--- config.mk ---
export PLATFORM = sky130hd
export DESIGN_NAME = fwd_hazard_controller_flat
export DESIGN_NICKNAME = d
export VERILOG_FILES = /design/src/rtl/fwd_hazard_controller_if.sv /design/src/rtl/fwd_hazard_controller.sv /design/src/flat_wrapper.sv
export SDC_FILE = /design/constraint.sdc
export NUM_CORES = 1
export LEC_CHECK = 0
export BUFFER_PORTS_ARGS = -buffer_cell sky130_fd_sc_hd__buf_2
export CORE_MARGIN = 2
export CORE_UTILIZATION = 40
export DETAILED_ROUTE_END_ITERATION = 16
export HOLD_SLACK_MARGIN = 0.05
export MAX_ROUTING_LAYER = met4
export PLACE_DENSITY = 0.77
export SETUP_SLACK_MARGIN = 0.15
export SLEW_MARGIN = 20
export SYNTH_ARGS = -nofsm -noshare
export SYNTH_HDL_FRONTEND = slang
export SYNTH_SLANG_ARGS = --single-unit
--- constraint.sdc ---
create_clock -name clk -period 1.9 [get_ports clk]
set_input_delay 0.285 -clock clk [delete_from_list [all_inputs] [get_ports clk]]
set_output_delay 0.285 -clock clk [all_outputs]
set_load 0.02 [all_outputs]
--- src/rtl/fwd_hazard_controller_if.sv ---
`default_nettype none
// ============================================================================
// Module      : fwd_hazard_controller_if
// Description : ID-stage bus between the decode stage and the hazard /
//               forwarding controller.
//               master : decode side, drives the ID instruction fields and
//                        the pipeline-wide freeze/flush controls, receives
//                        the stall request and the EXE forwarding selects.
//               slave  : controller side.
//   srcRn/srcRm   : source registers of the ID instruction
//   useRn/twoSrc  : source-use flags for srcRn / srcRm
//   destID        : destination register of the ID instruction
//   wbEnID        : ID instruction writes back
//   memReadID     : ID instruction is a load
//   freeze        : pipeline-wide hold
//   flush         : kill the instruction in ID
//   hazard        : combinational stall request for ID
//   selSrc1/2     : registered EXE forwarding-mux selects
// Revision    : 1.0 - initial release
// ============================================================================
interface fwd_hazard_controller_if;
   logic [3:0] srcRn;
   logic [3:0] srcRm;
   logic       useRn;
   logic       twoSrc;
   logic [3:0] destID;
   logic       wbEnID;
   logic       memReadID;
   logic       freeze;
   logic       flush;
   logic       hazard;
   logic [1:0] selSrc1;
   logic [1:0] selSrc2;

   modport master (
      output srcRn, srcRm, useRn, twoSrc, destID, wbEnID, memReadID,
             freeze, flush,
      input  hazard, selSrc1, selSrc2
   );

   modport slave (
      input  srcRn, srcRm, useRn, twoSrc, destID, wbEnID, memReadID,
             freeze, flush,
      output hazard, selSrc1, selSrc2
   );
endinterface
`default_nettype wire

--- src/rtl/fwd_hazard_controller.sv ---
`default_nettype none
// ============================================================================
// Module      : fwd_hazard_controller
// Description : Hazard detection and operand-forwarding control for the
//               five-stage ARM pipeline. Tracks the destination of the
//               instructions in EXE, MEM and WB, raises a combinational stall
//               for unresolvable RAW dependencies and registers the forwarding
//               selects for the execute stage's two source muxes.
// Ports       : clk   - clock, rising edge
//               rst   - synchronous reset, active-high
//               i_bus - ID-stage bus (slave side), see fwd_hazard_controller_if
// Parameters  : FORWARD_EN - 1 forwards ALU results, 0 stalls every in-flight RAW
// Revision    : 1.0 - initial release
// ============================================================================
module fwd_hazard_controller #(
   parameter int unsigned FORWARD_EN = 1
) (
   input  wire logic              clk,
   input  wire logic              rst,
   fwd_hazard_controller_if.slave i_bus
);

   localparam logic [1:0] c_SEL_RF  = 2'd0;  // register-file operand
   localparam logic [1:0] c_SEL_MEM = 2'd1;  // ALU result now in MEM
   localparam logic [1:0] c_SEL_WB  = 2'd2;  // value now in WB

   // Stage records
   logic [3:0] r_exe_dest;
   logic       r_exe_wb;
   logic       r_exe_mr;
   logic [3:0] r_mem_dest;
   logic       r_mem_wb;
   logic       r_mem_mr;
   logic [3:0] r_wb_dest;
   logic       r_wb_wb;

   logic [1:0] r_sel1;
   logic [1:0] r_sel2;

   logic       w_rn_e;
   logic       w_rn_m;
   logic       w_rm_e;
   logic       w_rm_m;
   logic       w_hazard;
   logic [1:0] w_nsel1;
   logic [1:0] w_nsel2;
   logic       w_kill;

   // Matches are qualified by the use flag, so an unused source field never
   // stalls or forwards. Bubbles carry wbEn=0 and therefore never match.
   assign w_rn_e = i_bus.useRn  && r_exe_wb && (r_exe_dest == i_bus.srcRn);
   assign w_rn_m = i_bus.useRn  && r_mem_wb && (r_mem_dest == i_bus.srcRn);
   assign w_rm_e = i_bus.twoSrc && r_exe_wb && (r_exe_dest == i_bus.srcRm);
   assign w_rm_m = i_bus.twoSrc && r_mem_wb && (r_mem_dest == i_bus.srcRm);

   generate
      if (FORWARD_EN != 0) begin : g_fwd
         // Only a load in EXE cannot be forwarded in time (load-use).
         assign w_hazard = r_exe_mr && (w_rn_e || w_rm_e);
         // EXE is the youngest producer, so it wins over MEM.
         assign w_nsel1  = (w_rn_e && !r_exe_mr) ? c_SEL_MEM :
                           w_rn_m                ? c_SEL_WB  : c_SEL_RF;
         assign w_nsel2  = (w_rm_e && !r_exe_mr) ? c_SEL_MEM :
                           w_rm_m                ? c_SEL_WB  : c_SEL_RF;
      end else begin : g_nofwd
         // Without forwarding, wait until the producer reaches WB, where the
         // first-half-cycle register-file write makes the value visible.
         assign w_hazard = w_rn_e || w_rn_m || w_rm_e || w_rm_m;
         assign w_nsel1  = c_SEL_RF;
         assign w_nsel2  = c_SEL_RF;
      end
   endgenerate

   assign w_kill = w_hazard || i_bus.flush;

   always_ff @(posedge clk) begin
      if (rst) begin
         r_exe_dest <= 4'd0;
         r_exe_wb   <= 1'b0;
         r_exe_mr   <= 1'b0;
         r_mem_dest <= 4'd0;
         r_mem_wb   <= 1'b0;
         r_mem_mr   <= 1'b0;
         r_wb_dest  <= 4'd0;
         r_wb_wb    <= 1'b0;
         r_sel1     <= c_SEL_RF;
         r_sel2     <= c_SEL_RF;
      end else if (!i_bus.freeze) begin
         r_wb_dest  <= r_mem_dest;
         r_wb_wb    <= r_mem_wb;
         r_mem_dest <= r_exe_dest;
         r_mem_wb   <= r_exe_wb;
         r_mem_mr   <= r_exe_mr;
         if (w_kill) begin
            // Stall and flush share one bubble, so coinciding events insert
            // only a single bubble.
            r_exe_dest <= 4'd0;
            r_exe_wb   <= 1'b0;
            r_exe_mr   <= 1'b0;
            r_sel1     <= c_SEL_RF;
            r_sel2     <= c_SEL_RF;
         end else begin
            r_exe_dest <= i_bus.destID;
            r_exe_wb   <= i_bus.wbEnID;
            r_exe_mr   <= i_bus.memReadID;
            r_sel1     <= w_nsel1;
            r_sel2     <= w_nsel2;
         end
      end
   end

   assign i_bus.hazard  = w_hazard;
   assign i_bus.selSrc1 = r_sel1;
   assign i_bus.selSrc2 = r_sel2;

   // The WB record and MEM.memRead document pipeline occupancy but feed no
   // decision here (WB producers are covered by the register-file timing).
   logic w_unused;
   assign w_unused = ^{r_wb_dest, r_wb_wb, r_mem_mr, r_exe_mr};

endmodule
`default_nettype wire
--- src/flat_wrapper.sv ---
// flat-port wrapper written by rule: the top's interface ports become plain ports
module fwd_hazard_controller_flat 
#(
   parameter int unsigned FORWARD_EN = 1
)
  (clk, rst, i_bus_srcRn, i_bus_srcRm, i_bus_useRn, i_bus_twoSrc, i_bus_destID, i_bus_wbEnID, i_bus_memReadID, i_bus_freeze, i_bus_flush, i_bus_hazard, i_bus_selSrc1, i_bus_selSrc2);
  fwd_hazard_controller_if i_bus_i ();
  input  wire logic clk;
  input  wire logic rst;
  input wire logic [$bits(i_bus_i.srcRn)-1:0] i_bus_srcRn;
  input wire logic [$bits(i_bus_i.srcRm)-1:0] i_bus_srcRm;
  input wire logic [$bits(i_bus_i.useRn)-1:0] i_bus_useRn;
  input wire logic [$bits(i_bus_i.twoSrc)-1:0] i_bus_twoSrc;
  input wire logic [$bits(i_bus_i.destID)-1:0] i_bus_destID;
  input wire logic [$bits(i_bus_i.wbEnID)-1:0] i_bus_wbEnID;
  input wire logic [$bits(i_bus_i.memReadID)-1:0] i_bus_memReadID;
  input wire logic [$bits(i_bus_i.freeze)-1:0] i_bus_freeze;
  input wire logic [$bits(i_bus_i.flush)-1:0] i_bus_flush;
  output wire logic [$bits(i_bus_i.hazard)-1:0] i_bus_hazard;
  output wire logic [$bits(i_bus_i.selSrc1)-1:0] i_bus_selSrc1;
  output wire logic [$bits(i_bus_i.selSrc2)-1:0] i_bus_selSrc2;
  assign i_bus_i.srcRn = i_bus_srcRn;
  assign i_bus_i.srcRm = i_bus_srcRm;
  assign i_bus_i.useRn = i_bus_useRn;
  assign i_bus_i.twoSrc = i_bus_twoSrc;
  assign i_bus_i.destID = i_bus_destID;
  assign i_bus_i.wbEnID = i_bus_wbEnID;
  assign i_bus_i.memReadID = i_bus_memReadID;
  assign i_bus_i.freeze = i_bus_freeze;
  assign i_bus_i.flush = i_bus_flush;
  assign i_bus_hazard = i_bus_i.hazard;
  assign i_bus_selSrc1 = i_bus_i.selSrc1;
  assign i_bus_selSrc2 = i_bus_i.selSrc2;
  fwd_hazard_controller #(.FORWARD_EN(FORWARD_EN)) u_core (.clk(clk), .rst(rst), .i_bus(i_bus_i));
endmodule
==> results of run 1 <==
-- report_power, final --
| part | switching (mW) | internal [mW] | leakage [nW] |
|---|---|---|---|
| logic | 0.0442 | 0.0411 | 0.276 |
| clock network | 0.101 | 0.0816 | 0.0150 |
| registers | 0.00910 | 0.322 | 0.122 |
| total | 0.154 | 0.444 | 0.413 |
-- cell families after synthesis --
family	after synthesis	synth area share (%)
flops	15	40.5
simple gates	18	15.0
mux	5	6.76
compound gates	13	15.7
xor+xnor	16	18.9
buf+inv	4	3.04
-- final timing paths --
check | to
setup reg to reg | u_core.i_bus.selSrc1[1]$_SDFFE_PP0N_
setup / recovery | i_bus_hazard
hold reg to reg | u_core.i_bus.selSrc2[1]$_SDFFE_PP0N_
hold / removal | u_core.r_exe_dest[3]$_SDFFE_PP0N_
-- sequential cells by signal, indices dropped and copies added, names as in the netlist --
| signal | flops |
|---|---|
| u_core.r_mem_dest | 4 |
| u_core.r_mem_wb | 1 |
| u_core.r_exe_mr | 1 |
| u_core.r_exe_dest | 4 |
| u_core.r_exe_wb | 1 |
| u_core.i_bus.selSrc2 | 2 |
| u_core.i_bus.selSrc1 | 2 |
-- repair_timing --
item / 4_1_cts / 5_1_grt
gates resized for setup: 6 / 1
setup endpoints to repair: 1 / 1
buffers inserted: 2 / 0
pin swaps: 4 / 1
endpoints found under the hold margin: 0 / 0
-- worst reg2reg max path, stage by stage, from the launching register on --
cell	delay [ns]
dfxtp_1	0.42
xor2_1	0.29
nor4_4	0.10
buf_4	0.15
a2111oi_0	0.46
a21o_1	0.13
-- layer usage --
metal	global-route usage [%]	vias up	share of wire, %
met2	29.9	27	51
met3	4.62	7	6.6
met1	22.2	307	40
li1	-	317	-
met4	6.67	0	2.4
met5	-	-	0
-- cell type report --
| class | count | area [um2] |
|---|---|---|
| clock buffer | 4 | 26.3 |
| tap | 25 | 31.3 |
| multi-input combinational | 52 | 443 |
| inverter | 1 | 3.75 |
| timing repair buffer | 28 | 156 |
| fill | 166 | 764 |
| sequential | 15 | 302 |
-- placed cells by master, fill, tap and decap left out, drive strengths merged, types with 4 or more instances in the layout --
master	count
mux2i	5
xnor2	10
nand3	4
clkbuf	4
buf	28
xor2	6
nor2	7
dfxtp	15
a32o	6
==> results_dict.tcl, run 1 <==
set metrics [dict create \
    drt_wl_total_mm 1.69 \
    clk_pin_slew_ns 0.09 \
    syn_area_um2 741 \
    grt_max_degree 11 \
    synth_seq_area_share_pct 40.5 \
    first_pass_iters 4 \
    grtUsageTotal_pct 18.5 \
    status "complete, no violations" \
    dp_slack_ns 0.171 \
    dp_hpwl_mm 1.26 \
    final-setup-viol-count 0 \
    synth_common_cells "dfxtp_1, xnor2_1, nor2_1, a32o_1, xor2_1" \
    worst_path_max_delay_cell "dfxtp_1" \
    ys_ff_latch 15 \
    vias 658 \
    grt_pass1_vias 658 \
    synth_edf_count 0 \
    finClkSkew_ns 0.00135 \
    antenna_found_initial 0 \
    path_delay_family "flip-flops" \
    place_area_um2 888 \
    critPathCaptureType "output port" \
    worst-setup-path-type "reg -> out" \
    start_util_pct 42.9 \
    synth_top_area_cell "dfxtp_1" \
    worstPathMaxFanout 4 \
    htree_levels 1 \
    utilization_pct 55.7 \
    numCtsBuffers 3 \
    setup_ws_ns 0.128 \
    avgSynthCellArea_um2 10.4 \
    clk_path_buf_depth 2 \
    r2r_setup_slack_ns 0.30 \
    syn_nets 91 \
    wl_per_cell_um 13.5 \
    worstPathArrival_ns 1.49 \
    nNetsFinal 121 \
    synth_cell_types 20 \
    core_area_um2 1730 \
    drt-initial-drc-count 14 \
    worst-path-buf-inv 2 \
    layout.cells.non_filler 125 \
    vdd_ir_drop_max_mv 0.421 \
    grt_overflow 0 \
    slew_headroom_pct 60.9 \
    place_inst 119 \
    hold_ws_ns 0.234 \
    rsz0062_at_grt "true" \
    gp_congestion 0.867 \
    ios 25 \
    cp.depth 5 \
    r2r_start "u_core.r_exe_dest[3]$_SDFFE_PP0N_" \
    finalMaxSlewViolations 0 \
    insertion_delay_ns 0.28 \
    io_buffers 24 \
    die-area_um2 2210 \
    synthTopCellsByArea "dfxtp_1, xnor2_1, a32o_1, xor2_1, mux2i_1" \
    critPathLaunchType "register" \
    slowest_delay_ns 0.36 \
    synth.top_cell.area_share_pct 40.5 \
    fp-row-count 15 \
    ys_async_sr_fraction_pct 0 \
    r2r_cells 5 \
    yosysMostFrequentCell "dfxtp_1" \
    required_ns 1.62 \
    cts.sinks 15 \
    die_h_um 47.0 \
    drc 0 \
    yosysWarnings 0 \
    powerDensity_nw_per_um2 622 \
    hold_viol 0 \
    path_cells "xor2_1 > nor4_4 > o21ai_4 > inv_2 > buf_6" \
    leakage_nw 0.413 \
    ant_nets 0 \
    maxCapViolCount 0 \
    total_power_uw 598 \
    via_per_inst 5.26 \
    hp-start "i_bus_destID[3]" \
    area_growth_syn_to_layout_pct 29.9 \
    diodes 0 \
    finalCriticalPeriod_ns 1.77 \
    hold-path-cell-count 2 \
    fin_setup_tns_ns 0 \
    layout-drive-gt1-share_pct 37.0 \
    die_x_um 47.0 \
    fin_crit_sh_pct 93.3 \
    stdcell_area_um2 962 \
    cts_tree "yes" \
    fmax_mhz 564 \
    cts_root_buf "clkbuf_4" \
    grt_pass1_wl_mm 2.66 \
    cts_hold_buf 0 \
    cp-startpoint "u_core.r_exe_dest[0]$_SDFFE_PP0N_" \
    hold_class "in -> reg" \
    synthFlopType "dfxtp_1" \
    synthCells 71 \
    worst_pin_slew_ns 0.585 \
]
Power figures use the tool's default switching activity.
==> inputs of run 2 (changes only) <==
--- a/config.mk
+++ b/config.mk
@@ -5,13 +5,13 @@
 export SDC_FILE = /design/constraint.sdc
 export NUM_CORES = 1
 export LEC_CHECK = 0
-export BUFFER_PORTS_ARGS = -buffer_cell sky130_fd_sc_hd__buf_2
 export CORE_MARGIN = 2
 export CORE_UTILIZATION = 40
 export DETAILED_ROUTE_END_ITERATION = 16
+export DONT_BUFFER_PORTS = 1
 export HOLD_SLACK_MARGIN = 0.05
 export MAX_ROUTING_LAYER = met4
-export PLACE_DENSITY = 0.77
+export PLACE_DENSITY = 0.52
 export SETUP_SLACK_MARGIN = 0.15
 export SLEW_MARGIN = 20
 export SYNTH_ARGS = -nofsm -noshare
==> run 2 against run 1 <==
Routed wire length grew 3.8%. Count of clock-buffer cells in the layout is the same. Clock power shrank 2%. Non-clock buffer count shrank 23. Hold slack lost 0.16 ns. Fmax grew 0.74%. Register-to-register slack lost 0.12 ns. Clock skew grew 0.0075 ns. Critical path depth is the same. Worst setup slack gained 0.013 ns. Combinational power shrank 32%.
==> results_dict.tcl, run 2 (synthesis gave the netlist of run 1 again) <==
set metrics [dict create \
    required_ns 1.62 \
    total_power_uw 566 \
    grt_max_degree 11 \
    largest_registers "u_core.r_exe_dest: 4 flops, u_core.r_mem_dest: 4 flops" \
    net-switching-power_uw 134 \
    stdcell_area_um2 861 \
    ios 25 \
    cp-startpoint "u_core.r_exe_dest[2]$_SDFFE_PP0N_" \
    clk_path_buf_depth 2 \
    hold_class "in -> reg" \
    dp_hpwl_mm 1.19 \
    first_pass_iters 4 \
    fin_setup_tns_ns 0 \
    pwr-share-seq_pct 58.3 \
    numCtsBuffers 3 \
    diodes 0 \
    cts_tree "yes" \
    final-setup-viol-count 0 \
    cp-endpoint "i_bus_hazard" \
    worstPathArrival_ns 1.47 \
    maxCapViolCount 0 \
    die-area_um2 2210 \
    status "complete, no violations" \
    setup_ws_ns 0.141 \
    critPathLaunchType "register" \
    dp_slack_ns 0.281 \
    drt_wl_total_mm 1.75 \
    power.internal_uw 432 \
    n_fill_cell 179 \
    grt_pass1_wl_mm 2.43 \
    cts_root_buf "clkbuf_4" \
    final_common_cell "dfxtp_1" \
    finalCriticalPeriod_ns 1.76 \
    insertion_delay_ns 0.28 \
    leakage_nw 0.318 \
    clkPwrFrac_pct 31.5 \
    critPathCaptureType "output port" \
    die_h_um 47.0 \
    rsz0062_at_grt "true" \
    finClkSkew_ns 0.00890 \
    wl_per_cell_um 17.2 \
    antenna_found_initial 0 \
    layout-drive-gt1-share_pct 19.5 \
    finalMaxSlewViolations 0 \
    r2r_start "u_core.r_exe_dest[2]$_SDFFE_PP0N_" \
    layout.cells.non_filler 102 \
    area_growth_syn_to_layout_pct 16.2 \
    powerDensity_nw_per_um2 658 \
    final_cell_mix "dfxtp_1, xnor2_1, nor2_1" \
    hold_viol 0 \
    r2r-end "u_core.r_exe_dest[1]$_SDFFE_PP0N_" \
    worstPathMaxFanout 4 \
    drc 0 \
    vias 553 \
    clk_pin_slew_ns 0.09 \
    comb_power_share_pct 10.2 \
    via_per_inst 5.42 \
    cts.sinks 15 \
    gp_congestion 0.707 \
    die_x_um 47.0 \
    ant_nets 0 \
    worst_pin_slew_ns 0.653 \
    r2r_setup_slack_ns 0.18 \
    vdd_ir_drop_max_mv 0.347 \
    htree_levels 1 \
    place_area_um2 761 \
    nNetsFinal 98 \
    worst-setup-path-type "reg -> out" \
    place_inst 94 \
    grtUsageTotal_pct 17.1 \
    fin_crit_sh_pct 92.6 \
    io_buffers 0 \
    core_area_um2 1730 \
    grt_overflow 0 \
    drt-initial-drc-count 16 \
    start_util_pct 42.9 \
    fp-row-count 15 \
    grt_pass1_vias 538 \
    slew_headroom_pct 56.4 \
    switching_share_pct 23.7 \
    r2r_cells 7 \
    fmax_mhz 569 \
]
==> run 2: cell types whose count changed in the layout (fill, tap and decap cells not counted) <==
| cell | change |
|---|---|
| dfxtp_2 | -1 |
| dfxtp_4 | +1 |
| buf_2 | -23 |
| nand3_2 | +1 |
| dlygate4sd3_1 | +1 |
| buf_6 | -1 |
| xnor2_1 | -1 |
| xnor2_2 | +1 |
| nand3_1 | -1 |
==> run 2: timing repair <==
action,4_1_cts,5_1_grt
hold endpoints to repair,0,6
endpoints found under the setup margin,1,1
pin swaps,4,5
buffers inserted,2,1
resized for setup,4,4
hold buffers,0,1
==> run 2: area by class of cell <==
type | count | area (um2) | area share [%]
Clock buffer | 4 | 26.3 | 3.05
Inverter | 1 | 3.75 | 0.436
Multi-Input combinational cell | 52 | 455 | 52.9
Sequential cell | 15 | 304 | 35.3
Tap cell | 25 | 31.3 | 3.63
Timing Repair Buffer | 5 | 40.0 | 4.65
==> run 2: critical path: stages (launching register included) <==
cell and delay [ns]:
dfxtp_4 0.37, xnor2_2 0.14, nand3_2 0.11, nor4_4 0.36, o21ai_4 0.10, inv_2 0.11
==> run 2: layer usage <==
| metal | vias up | part of all wire (%) | GRT usage (%) |
|---|---|---|---|
| met5 | - | 0 | - |
| met4 | 0 | 1.1 | 10.0 |
| met3 | 2 | 7.1 | 4.23 |
| met2 | 19 | 48 | 24.4 |
| met1 | 257 | 44 | 21.7 |
| li1 | 275 | - | - |
==> run 2: worst min path at each step <==
stage                       startpoint                                   end  cells past startpoint
final                              rst     u_core.r_mem_dest[0]$_SDFFE_PP0N_                      1
after CTS                          rst          u_core.r_mem_wb$_SDFFE_PP0N_                      1
after detailed placement           rst  u_core.i_bus.selSrc1[0]$_SDFFE_PP0N_                      1
after global placement             rst          u_core.r_mem_wb$_SDFFE_PP0N_                      1
after global routing               rst     u_core.r_mem_dest[0]$_SDFFE_PP0N_                      1
after floorplan           i_bus_wbEnID          u_core.r_exe_wb$_SDFFE_PP0N_                      1
==> run 2: through the flow <==
stage	util, %	hold slack, ns
after floorplan	-	0.439
after global placement	44.1	0.360
after detailed placement	44.1	0.361
after CTS	47.5	0.0557
after global routing	49.9	0.0502
final	49.9	0.0763
==> run 2: power by group through the flow <==
stage | clock network (mW) | registers (mW) | logic (mW)
2_1_floorplan | 0 | 0.336 | 0.0480
3_3_place_gp | 0 | 0.337 | 0.0462
3_5_place_dp | 0 | 0.337 | 0.0460
4_1_cts | 0.187 | 0.330 | 0.0489
5_1_grt | 0.205 | 0.331 | 0.0607
6_report | 0.178 | 0.330 | 0.0578
